[config.mk]
export PLATFORM = sky130hd
export DESIGN_NAME = comparator_seq_ctrl
export DESIGN_NICKNAME = d
export VERILOG_FILES = /design/src/rtl/comparator_seq_ctrl.sv
export SDC_FILE = /design/constraint.sdc
export NUM_CORES = 1
export LEC_CHECK = 0
export BUFFER_PORTS_ARGS = -buffer_cell sky130_fd_sc_hd__clkbuf_2
export CELL_PAD_IN_SITES_DETAIL_PLACEMENT = 0
export CELL_PAD_IN_SITES_GLOBAL_PLACEMENT = 2
export CORE_MARGIN = 5
export CORE_UTILIZATION = 38
export DETAILED_ROUTE_END_ITERATION = 12
export HOLD_SLACK_MARGIN = 0.02
export MAX_ROUTING_LAYER = met4
export PLACE_DENSITY_LB_ADDON = 0.1
export SETUP_SLACK_MARGIN = 0.5
export SKIP_CTS_REPAIR_TIMING = 1
export SYNTH_ARGS = -nofsm -noshare
export SYNTH_HDL_FRONTEND = slang
export SYNTH_SLANG_ARGS = --single-unit
[constraint.sdc]
create_clock -name clk -period 3.2 [get_ports clk]
set_input_delay 0.16 -clock clk [delete_from_list [all_inputs] [get_ports clk]]
set_output_delay 0.16 -clock clk [all_outputs]
set_load 0.02 [all_outputs]
[src/rtl/comparator_seq_ctrl.sv]
// comparator_seq_ctrl: streams two operands MSB-first through an external 1-bit comparator and latches the first decisive result
module comparator_seq_ctrl #(
  parameter int WIDTH = 8
) (
  input  logic             clk,
  input  logic             rst,
  input  logic             start,
  input  logic [WIDTH-1:0] A_in,
  input  logic [WIDTH-1:0] B_in,
  output logic             cmp_a,
  output logic             cmp_b,
  input  logic             cmp_gt,
  input  logic             cmp_eq,
  input  logic             cmp_lt,
  output logic             busy,
  output logic             done,
  output logic             err,
  output logic             LED1,
  output logic             LED2,
  output logic             LED3
);
  localparam int IW = WIDTH > 1 ? $clog2(WIDTH) : 1;
  typedef enum logic [1:0] {IDLE, COMPARE, FINISH} state_t;
  state_t state;
  logic [WIDTH-1:0] a_reg, b_reg;
  logic [IW-1:0] idx;
  logic [2:0] code;
  logic decided;
  assign code = {cmp_gt, cmp_eq, cmp_lt};
  assign cmp_a = a_reg[idx];
  assign cmp_b = b_reg[idx];
  // an equal pair only ends the scan once the LSB has been compared
  assign decided = code == 3'b100 || code == 3'b001 || (code == 3'b010 && idx == '0);
  always_ff @(posedge clk or posedge rst) begin
    if (rst) begin
      state <= IDLE;
      a_reg <= '0;
      b_reg <= '0;
      idx <= '0;
      busy <= 1'b0;
      done <= 1'b0;
      err <= 1'b0;
      {LED1, LED2, LED3} <= 3'b000;
    end else begin
      case (state)
        IDLE: if (start) begin
          a_reg <= A_in;
          b_reg <= B_in;
          idx <= IW'(WIDTH - 1);
          busy <= 1'b1;
          state <= COMPARE;
        end
        COMPARE: if (decided) begin
          {LED1, LED2, LED3} <= code;
          done <= 1'b1;
          state <= FINISH;
        end else if (code == 3'b010) begin
          idx <= idx - 1'b1;
        end else begin
          {LED1, LED2, LED3} <= 3'b000;
          err <= 1'b1;
          done <= 1'b1;
          state <= FINISH;
        end
        FINISH: begin
          done <= 1'b0;
          err <= 1'b0;
          busy <= 1'b0;
          state <= IDLE;
        end
        default: state <= IDLE;
      endcase
    end
  end
endmodule

==> impl_metrics.json <==
{
  "status": "finished, final reports clean",
  "drc": 0,
  "grt_pass1_vias": 1008,
  "antenna_found_initial": 0,
  "leakagePower_nw": 0.760,
  "htreeDepth": 1,
  "ys_warn_count": 0,
  "endpoint": "idx[1]",
  "antenna_left": 0,
  "grt_start_max_net_pins": 28,
  "area_delta_synth_final_pct": 15.8,
  "rsz0062_at_grt": "no",
  "maxCapViolCount": 0,
  "wl_per_cell_um": 14.1,
  "dp_cells": 178,
  "met3_usage": 0.0230,
  "reg2reg_from": "state[1]",
  "power_frac_seq": 0.443,
  "io_pins": 30,
  "cts_made_buffers": 3,
  "finalHoldViolCount": 0,
  "place_ws_ns": 1.12,
  "gp_congestion": 0.769,
  "dieArea_um2": 4910,
  "required_ns": 3.42,
  "syn_area_um2": 1370,
  "dr.pass1.iters": 4,
  "met2_usage": 0.195,
  "min_path_type": "input port to async pin",
  "setup_tns_ns": 0,
  "finClkSkew_ns": 0.00579,
  "fin_util": 0.465,
  "cp_max_fo": 12,
  "grt-busiest-layer": "met2",
  "vias": 897,
  "setup_viol": 0,
  "die_x_um": 70.1,
  "clk_pin_slew_worst_paths_ns": 0.14,
  "clock-sinks": 27,
  "grt_use_total": 0.118,
  "clock_latency_ns": 0.32,
  "cp_data_arrival_time_ns": 2.32,
  "diodes": 0,
  "cts_tree": "done",
  "drive_gt1_frac": 0.456,
  "hpwlAfterDp_mm": 2.00,
  "rows": 21,
  "drv_slew": 0,
  "p_int_mw": 0.858,
  "fillers": 349,
  "grt_overflow_total": 0,
  "pwr-share-clk": 0.110,
  "max_freq_mhz": 477,
  "ys_types": 27,
  "r2r-end": "idx[1]",
  "avgViaCountPerCell": 4.93,
  "drt_iter0_markers": 26,
  "period_minus_slack_ns": 2.10,
  "die_height_um": 70.1,
  "power_per_cell_area_nw_per_um2": 837,
  "final_cell_mix": "clkbuf_2 (29), dfrtp_1 (27), mux2_2 (20)",
  "core_um2": 3420,
  "syn_avg_cell_area_um2": 12.9,
  "cp-startpoint": "state[1]",
  "whs_ns": 0.0390,
  "p_comb_frac": 0.447,
  "grtUsageMet1": 0.149,
  "rr_worst_depth": 6,
  "fin_crit_sh": 0.656,
  "start_util": 0.401,
  "ys_ff_latch": 27,
  "r2r_setup_slack_ns": 1.10,
  "clockRootBuffer": "clkbuf_4",
  "cp-start-kind": "flop",
  "syn_inst": 106,
  "swShare": 0.355,
  "grt_pass1_wl_mm": 4.67,
  "slew_headroom": 0.320,
  "layout.cells.non_filler": 182,
  "final_common_cell": "clkbuf_2",
  "synthesis.nets": 134,
  "route.final.wire_length_mm": 2.57,
  "portBuffers": 29,
  "ir_worst_vdd_v": 0.000437,
  "worst_slack_ns": 1.10,
  "synth.yosys.seq_area_share": 0.493,
  "nNetsFinal": 165,
  "tightestPinTransition_ns": 1.02,
  "switchingPower_mw": 0.471,
  "cts_buffer_depth": 2,
  "end_kind": "flop",
  "crit_type": "flop to flop"
}
## cells in the mapped netlist
cell | count | share of area
a31o_1 | 1 | 0.0064
nand3_1 | 2 | 0.0073
a31oi_1 | 1 | 0.0046
mux2_2 | 20 | 0.16
nor2b_1 | 1 | 0.0046
a21oi_2 | 1 | 0.0064
mux2i_1 | 1 | 0.0073
or3b_4 | 2 | 0.016
nand2_1 | 6 | 0.016
and4bb_1 | 1 | 0.0091
o21ai_0 | 4 | 0.015
and4bb_2 | 2 | 0.018
inv_1 | 7 | 0.019
a2bb2oi_1 | 1 | 0.0064
buf_2 | 1 | 0.0036
nor3_1 | 1 | 0.0036
ha_1 | 6 | 0.055
and2b_1 | 1 | 0.0055
mux4_2 | 4 | 0.066
o311ai_2 | 1 | 0.012
clkbuf_1 | 2 | 0.0055
or4bb_1 | 1 | 0.0082
a21o_1 | 2 | 0.011
nand2b_1 | 2 | 0.0091
a21oi_1 | 6 | 0.022
nor2_1 | 2 | 0.0055
dfrtp_1 | 27 | 0.49
## cell type report
class	instances	area, µm²	share of cell area
inverter	7	26.3	0.0165
multi-input combinational	69	657	0.414
timing repair buffer	29	145	0.0914
clock buffer	4	26.3	0.0165
sequential	27	676	0.426
tap	46	57.6	0.0362
## cell families after synthesis
family,after synthesis,synth area share
buf+inv,10,0.0283
mux,25,0.237
flops,27,0.493
simple gates,21,0.104
fa+ha+maj,6,0.0547
compound gates,17,0.0830
## power by group through the flow
stage	Clock [mW]	Sequential (mW)	Combinational, mW
CTS	0.153	0.592	0.608
detailed placement	0	0.599	0.605
global placement	0	0.592	0.591
global route	0.165	0.611	0.666
floorplan	0	0.589	0.455
finish	0.147	0.589	0.594
## worst min-delay path by stage
| stage | from | to | slack (ns) | depth (start not counted) |
|---|---|---|---|---|
| 2_1_floorplan | rst | LED1 | 0.21 | 1 |
| 3_3_place_gp | A_in[0] | a_reg[0] | 0.39 | 2 |
| 3_5_place_dp | A_in[7] | a_reg[7] | 0.40 | 2 |
| 4_1_cts | A_in[7] | a_reg[7] | 0.05 | 2 |
| 5_1_grt | A_in[3] | a_reg[3] | 0.05 | 2 |
| 6_report | rst | b_reg[1] | 0.04 | 2 |
## critical path: stages, from the launching register on
cell and delay [ns]:
dfrtp_1 0.42, inv_1 0.14, ha_1 0.41, or4bb_1 0.54, nand2_1 0.08, nand3_1 0.11
mux2_2 0.30
## metal layers
metal | vias to the layer above | share of wire
li1 | 442 | -
met1 | 437 | 0.46
met2 | 16 | 0.50
met3 | 2 | 0.041
met4 | 0 | 0.0047
met5 | - | 0
## per-stage QoR
stage          cell area (µm²)  power [mW]
6_report                  1590        1.33
5_1_grt                   1590        1.44
4_1_cts                   1590        1.35
3_5_place_dp              1560        1.20
3_3_place_gp              1560        1.18
2_1_floorplan             1370        1.04
Power figures use the tool's default switching activity.
